--- config.mk ---
export PLATFORM = sky130hd
export DESIGN_NAME = pyjamask96_ctrl
export DESIGN_NICKNAME = d
export VERILOG_FILES = /design/src/rtl/pyjamask96_ctrl.sv
export SDC_FILE = /design/constraint.sdc
export NUM_CORES = 1
export LEC_CHECK = 0
export BUFFER_PORTS_ARGS = -buffer_cell sky130_fd_sc_hd__buf_2
export CORE_ASPECT_RATIO = 0.6
export CORE_MARGIN = 3
export CORE_UTILIZATION = 35
export DETAILED_ROUTE_END_ITERATION = 12
export SYNTH_ARGS = -nofsm -noshare
export SYNTH_HDL_FRONTEND = slang
export SYNTH_SLANG_ARGS = --single-unit
--- constraint.sdc ---
create_clock -name clk -period 4.3 [get_ports clk]
set_input_delay 0.86 -clock clk [delete_from_list [all_inputs] [get_ports clk]]
set_output_delay 0.86 -clock clk [all_outputs]
set_load 0.01 [all_outputs]
--- src/rtl/pyjamask96_ctrl.sv ---
// Sequencer for the byte-serial pyjamask96 core: 16-cycle key/block load, start pulse, 12-byte collect.
// Result is held on out_block with out_valid until out_ready; only one request in flight (in_ready only in IDLE).
module pyjamask96_ctrl #(
  parameter int START_CYCLES = 2,
  parameter int TIMEOUT      = 255
) (
  input  logic         clk,
  input  logic         reset_n,
  input  logic         in_valid,
  output logic         in_ready,
  input  logic [95:0]  in_block,
  input  logic [127:0] in_key,
  output logic         out_valid,
  input  logic         out_ready,
  output logic [95:0]  out_block,
  output logic         busy,
  output logic         timeout_err,
  output logic         core_load,
  output logic         core_start,
  output logic [7:0]   core_byte_in,
  output logic [7:0]   core_byte_key_in,
  input  logic         core_valid,
  input  logic [7:0]   core_byte_out
);

  typedef enum logic [2:0] {
    S_IDLE, S_LOAD, S_GAP, S_START, S_WAIT, S_COLLECT, S_DONE
  } state_t;

  state_t        state_q, state_d;
  logic [7:0]    cnt_q, cnt_d;
  logic [95:0]   blk_q, blk_d;
  logic [127:0]  key_q, key_d;
  logic [95:0]   out_block_q, out_block_d;
  logic          timeout_err_q, timeout_err_d;
  logic          core_load_q, core_load_d;
  logic          core_start_q, core_start_d;
  logic [7:0]    core_byte_in_q, core_byte_in_d;
  logic [7:0]    core_byte_key_in_q, core_byte_key_in_d;

  always_ff @(posedge clk) begin
    if (!reset_n) begin
      state_q            <= S_IDLE;
      cnt_q              <= '0;
      blk_q              <= '0;
      key_q              <= '0;
      out_block_q        <= '0;
      timeout_err_q      <= 1'b0;
      core_load_q        <= 1'b0;
      core_start_q       <= 1'b0;
      core_byte_in_q     <= '0;
      core_byte_key_in_q <= '0;
    end else begin
      state_q            <= state_d;
      cnt_q              <= cnt_d;
      blk_q              <= blk_d;
      key_q              <= key_d;
      out_block_q        <= out_block_d;
      timeout_err_q      <= timeout_err_d;
      core_load_q        <= core_load_d;
      core_start_q       <= core_start_d;
      core_byte_in_q     <= core_byte_in_d;
      core_byte_key_in_q <= core_byte_key_in_d;
    end
  end

  always_comb begin
    state_d       = state_q;
    cnt_d         = cnt_q;
    blk_d         = blk_q;
    key_d         = key_q;
    out_block_d   = out_block_q;
    timeout_err_d = timeout_err_q;

    // cnt_q is the load index, start-cycle count, wait count or collect index depending on state
    case (state_q)
      S_IDLE: begin
        if (in_valid) begin
          blk_d         = in_block;
          key_d         = in_key;
          timeout_err_d = 1'b0;
          out_block_d   = '0;
          cnt_d         = '0;
          state_d       = S_LOAD;
        end
      end
      S_LOAD: begin
        if (cnt_q == 8'd15) begin
          cnt_d   = '0;
          state_d = S_GAP;
        end else begin
          cnt_d = cnt_q + 8'd1;
        end
      end
      S_GAP: begin
        cnt_d   = '0;
        state_d = S_START;
      end
      S_START: begin
        if (cnt_q == 8'(START_CYCLES - 1)) begin
          cnt_d   = '0;
          state_d = S_WAIT;
        end else begin
          cnt_d = cnt_q + 8'd1;
        end
      end
      S_WAIT: begin
        if (core_valid) begin
          out_block_d[95:88] = core_byte_out;
          cnt_d              = 8'd1;
          state_d            = S_COLLECT;
        end else if (cnt_q == 8'(TIMEOUT - 1)) begin
          timeout_err_d = 1'b1;
          cnt_d         = '0;
          state_d       = S_IDLE;
        end else begin
          cnt_d = cnt_q + 8'd1;
        end
      end
      S_COLLECT: begin
        if (core_valid) begin
          for (int i = 1; i < 12; i++) begin
            if (cnt_q == 8'(i)) out_block_d[95-8*i -: 8] = core_byte_out;
          end
          cnt_d = cnt_q + 8'd1;
          if (cnt_q == 8'd11) begin
            cnt_d   = '0;
            state_d = S_DONE;
          end
        end
      end
      S_DONE: begin
        if (out_ready) state_d = S_IDLE;
      end
      default: state_d = S_IDLE;
    endcase

    // Core drive is decoded from the next state so the registered outputs line up with LOAD/START
    core_load_d        = (state_d == S_LOAD);
    core_start_d       = (state_d == S_START);
    core_byte_in_d     = '0;
    core_byte_key_in_d = '0;
    if (state_d == S_LOAD) begin
      for (int i = 0; i < 12; i++) begin
        if (cnt_d == 8'(i)) core_byte_in_d = blk_d[95-8*i -: 8];
      end
      for (int i = 0; i < 16; i++) begin
        if (cnt_d == 8'(i)) core_byte_key_in_d = key_d[127-8*i -: 8];
      end
    end
  end

  assign in_ready         = (state_q == S_IDLE);
  assign busy             = (state_q != S_IDLE);
  assign out_valid        = (state_q == S_DONE);
  assign out_block        = out_block_q;
  assign timeout_err      = timeout_err_q;
  assign core_load        = core_load_q;
  assign core_start       = core_start_q;
  assign core_byte_in     = core_byte_in_q;
  assign core_byte_key_in = core_byte_key_in_q;

endmodule

# Word level (Yosys, flattened, before mapping)
# Cells that the tools add are included.
# totals
ff_bits,350
latchBits,0
ramBits,0
rom_bits,0
input_bits,237
n_memories,0
# classes
add_sub_neg,1
mul,0
div_mod_pow,0
n_lt_le_gt_ge,0
eq_ne,52
n_shift,0
n_mux,69
bitwise,0
reduce_logical,19
# ops
cell,count
two-way mux 8 bit,47
two-way mux 96 bit,3
two-way mux 128 bit,2
case mux 88 bit (2 select lines),1
equality test 8 x 4 -> 1 bit (second input constant),13
two-way mux 88 bit,1
equality test 8 x 3 -> 1 bit (second input constant),8
case mux 8 bit (6 select lines),1
AND reduction 4 bit,12
equality test 8 x 2 -> 1 bit (second input constant),4
!= test 2 bit (second input constant),16
two-way mux 3 bit,8
case mux 3 bit (7 select lines),1
equality test 8 x 1 -> 1 bit (second input constant),2
case mux 8 bit (2 select lines),1
equality test 3 x 2 -> 1 bit (second input constant),3
equality test 3 bit (second input constant),3
adder 8 x 1 -> 8 bit (second input constant),1
equality test 8 bit (second input constant),1
zero test 8 bit,1
equality test 3 x 1 -> 1 bit (second input constant),2
nonzero test 2 bit,2
zero test 3 bit,1
two-way mux 1 bit,3
4 further kinds,4

# Logic depth before layout (Yosys ltp)
# depth
depth_word,21
depth_mapped,15
mapped_depth_nobuf,12

# Worst setup path before layout
# OpenSTA, ideal clock, no wires.
# synth_timing
path_kind,in2reg
start,in core_valid
end,"reg core_byte_key_in_q[4], in the netlist core_byte_key_in[4]"
t_arrival_ps,3170
required_ps,4175
slack_ps,1005
path_stages,12
path_buffers,5
cell_sequence,clkbuf_1 and4b_1 o21ai_4 o21a_1 nand3_2 buf_6 buf_2 buf_2 buf_1 o22ai_1 a2111oi_2 nor2_1
# synth_via
elab_chain_len,19
# synth_rtl
item,line,text
start: declaration,22,"input logic core_valid,"
two-way mux 8 bit (on tied branches),"121, 108",
case mux 8 bit (6 select lines),76,case (state_q)
zero test 8 bit,148,if (cnt_d == 8'(i)) core_byte_key_in_d = key_d[127-8*i -: 8];
two-way mux 8 bit (16 in a row),148,
end signal: assignment,63,core_byte_key_in_q <= core_byte_key_in_d;
end: declaration,39,"logic [7:0] core_byte_key_in_q, core_byte_key_in_d;"
# Parallel ways exist; a longest one is shown, timed or not.
# A chain may end at the register's enable or synchronous reset.

# Final worst setup path
# layout_timing
start,reg cnt_q[0]
end,"reg core_byte_key_in_q[2], in the netlist core_byte_key_in[2]"
# layout_via
elab_chain_len,21
# layout_rtl
item,line,text
start: declaration,31,"logic [7:0] cnt_q, cnt_d;"
start signal: assignment,55,cnt_q <= cnt_d;
"adder 8 x 1 -> 8 bit, or another cell as far along",--,
two-way mux 8 bit (on tied branches),"126, 112",
two-way mux 8 bit (on tied branches),"121, 108",
case mux 8 bit (6 select lines),76,
zero test 8 bit,148,
two-way mux 8 bit (16 in a row),148,
# Parallel ways exist; a longest one is shown, timed or not.

==> results.yml <==
status:
  status: "complete, no violations"
cts:
  tritoncts: "built"
  post-cts-setup-buffer-count: 0
  cts_htree_levels: 2
  cts_made_buffers: 36
  cts_buffer_depth: 3
  clk_latency_ns: 0.54
  cts_hold_repair.buffers: 0
  root_buffer: "clkbuf_16"
  clkSinkCount: 350
  post_cts_resized: 0
  clk_pin_slew_worst_paths_ns: 0.07
power_and_ir_drop:
  ir_drop_uv: 246.5
  p_leak_nw: 8.271
  powerDensity_nw_per_um2: 400.5
  finalPower_mw: 7.607
synth:
  synth_cell_types: 87
  async_reset_ff_share_pct: 0
  ys_seq_area_share_pct: 45.44
  netlist_instances: 1750
  yosysTopAreaCell: "dfxtp_1"
  ys_warn_count: 0
  syn_area_per_cell_sq_um: 8.811
  synth_top_area_share_pct: 45.44
  ys_ff_latch: 350
  synth-edff-count: 0
  syn-cell-area_sq_um: 15420
  ys.flop_type: "dfxtp_1"
  synth_nets: 1992
  synthTopCellsByArea: "dfxtp_1 45%, mux2i_1 15%, nor2_1 7.0%"
critical_path:
  crit_start: "cnt_q[0]"
  regToRegSetupSlack_ns: 0.31
  critPathLaunchType: "flop"
  r2r_cells: 13
  slowest_stage: "nor3_2"
  slowest_delay_ns: 0.53
  rr_startpoint: "cnt_q[0]"
  crit_path_end: "core_byte_key_in[2]"
  cp_cell_sequence: "inv_1 -> ha_1 -> nand3_1 -> o211ai_1 -> nand2_1 -> o31a_1 -> buf_4 -> or3_4 -> nor3_2 -> a221o_1 -> a31o_1 -> a21oi_1 -> o31a_1"
  cp.required_ns: 4.73
  critPathMaxFanout: 15
  end_kind: "flop"
  path_delay_family: "compound AO/OA/AOI/OAI gates"
  critPathBufInv: 2
  crit-reg2reg-capture: "core_byte_key_in[2]"
  path_class: "flop to flop"
  cp_common_cell: "o31a_1"
  critPathArrivalTime_ns: 4.43
  cp_num_cells: 13
timing:
  skew_ns: 0.02511
  finalMaxSlewViolations: 0
  min_period_ns: 3.994
  setup_tns_ns: 0
  slew_headroom_pct: 14.99
  hold_ws_ns: 0.4517
  rsz0062_at_grt: "no"
  finalHoldViolations: 0
  worst_slew_pin_slew_ns: 1.268
  setup_viol: 0
  max_freq_mhz: 250.4
  fin_crit_sh_pct: 92.88
global_route:
  overflow: 0
  grt_pass1_wl_mm: 80.85
  grt_max_degree: 154
  grt_pass1_vias: 13420
  antenna_found_initial: 7
  gr-usage-all-layers_pct: 21.95
die:
  die_area_sq_um: 46690
  die_h_um: 168.6
  die_w_um: 277.0
  start_util_pct: 36.14
  coreArea_sq_um: 42670
  placementRows: 58
  boundaryPins: 355
drt:
  antenna_left: 0
  firstDrtPassIters: 5
  drc: 0
  totalWireLength_mm: 53.64
  first_iter_violations: 1290
  vias_per_cell: 5.273
  routedWlPerCell_um: 20.11
  vias: 14060
placed_design:
  io_buffer_count: 354
  dp_hpwl_mm: 40.63
  gp_congestion: 0.9040
finish:
  utilization_pct: 44.51
  layout_common_cells: "354 x buf_2, 350 x dfxtp_1, 286 x nor2_1"
  drive_gt1_share_pct: 24.58
  finalNetCount: 2309
  layout_commonest_cell: "buf_2"
  area_delta_synth_final_pct: 23.17
run:
  cap_violations: 0
min_path:
  worst_hold_path_type: "flop to flop"
## where the power goes
group	internal [mW]	leakage (nW)	switching (mW)	total, mW
logic	0.397	4.83	0.611	1.01
registers	3.39	2.86	0.0550	3.45
clock network	1.79	0.580	1.36	3.15
## per-layer routing
layer	wire length [um]	part of all wire, %	track usage, %
met1	24890	46	31.93
met2	23280	43	32.75
met3	4381	8.2	5.073
met4	1084	2.0	5.452
met5	0	0	0
## kinds of logic after synthesis
group	Yosys count	share of synthesized area, %
AOI/OAI and AO/OA	327	13.63
xor gates and xnor gates	1	0.05681
adders and majority gates	5	0.4057
buffers and inverters	142	4.260
DFF	350	45.44
muxes	248	17.10
and+or+nand+nor	677	19.11
## layout make-up
class                   instances  area (sq um)
diodes                          6         15.01
clock buffers                  44         960.9
clock inverters                18         206.4
fillers                      4225         23680
inverters                      11         48.80
multi-input cells            1258          7800
flip-flops and latches        350          7007
well taps                     570         713.2
repair buffers                410          2242
## stage by stage
step	instances	cell area (sq um)	setup slack [ns]
floorplan	1750	15420	1.005
global placement	2599	17810	0.3538
detailed placement	2599	17810	0.3443
CTS	2661	18980	0.3326
global route	2667	18990	0.02370
finish	2667	18990	0.3061
## worst register-to-register path, delay by kind of cell, from the launching register on
kind,cells,cell delay [ns]
AOI/OAI and AO/OA,6,1.46
buffers and inverters,2,0.40
DFF,1,0.41
adders and majority gates,1,0.29
and+or+nand+nor,4,1.33
## synthesized netlist by cell type (5+ instances only)
| master | instances |
|---|---|
| buf_2 | 39 |
| o31ai_1 | 9 |
| a21o_1 | 6 |
| o2111ai_1 | 7 |
| ha_1 | 5 |
| inv_1 | 10 |
| dfxtp_1 | 350 |
| o21ai_0 | 39 |
| o211ai_1 | 7 |
| clkbuf_1 | 69 |
| buf_6 | 7 |
| buf_1 | 10 |
| a221oi_1 | 6 |
| mux2i_1 | 236 |
| nor2_1 | 286 |
| nor3_2 | 5 |
| and3_1 | 7 |
| and2_1 | 15 |
| a22oi_1 | 17 |
| or3_1 | 7 |
| a31oi_1 | 16 |
| mux4_2 | 11 |
| nand3_1 | 40 |
| o22ai_1 | 12 |
| nand2_1 | 251 |
| o31a_1 | 5 |
| nand2b_1 | 5 |
| buf_4 | 6 |
| a211oi_1 | 9 |
| nor3_1 | 23 |
| a21oi_1 | 144 |
## how the worst min path moves through the flow
stage	endpoint	from	cells past startpoint	slack, ns
2_1_floorplan	key_q[118]	key_q[118]	2	0.43
3_3_place_gp	key_q[126]	key_q[126]	2	0.44
3_5_place_dp	key_q[112]	key_q[112]	2	0.44
4_1_cts	key_q[112]	key_q[112]	2	0.45
5_1_grt	key_q[101]	key_q[101]	2	0.47
6_report	key_q[126]	key_q[126]	2	0.45
## sequential cells by signal, summed over array words and instances, names as in the netlist
| signal | count |
|---|---|
| core_load | 1 |
| blk_q | 96 |
| timeout_err | 1 |
| key_q | 128 |
| core_start | 1 |
| core_byte_key_in | 8 |
| core_byte_in | 8 |
| state_q | 3 |
| out_block | 96 |
| cnt_q | 8 |
(Power assumes the default switching activity.)
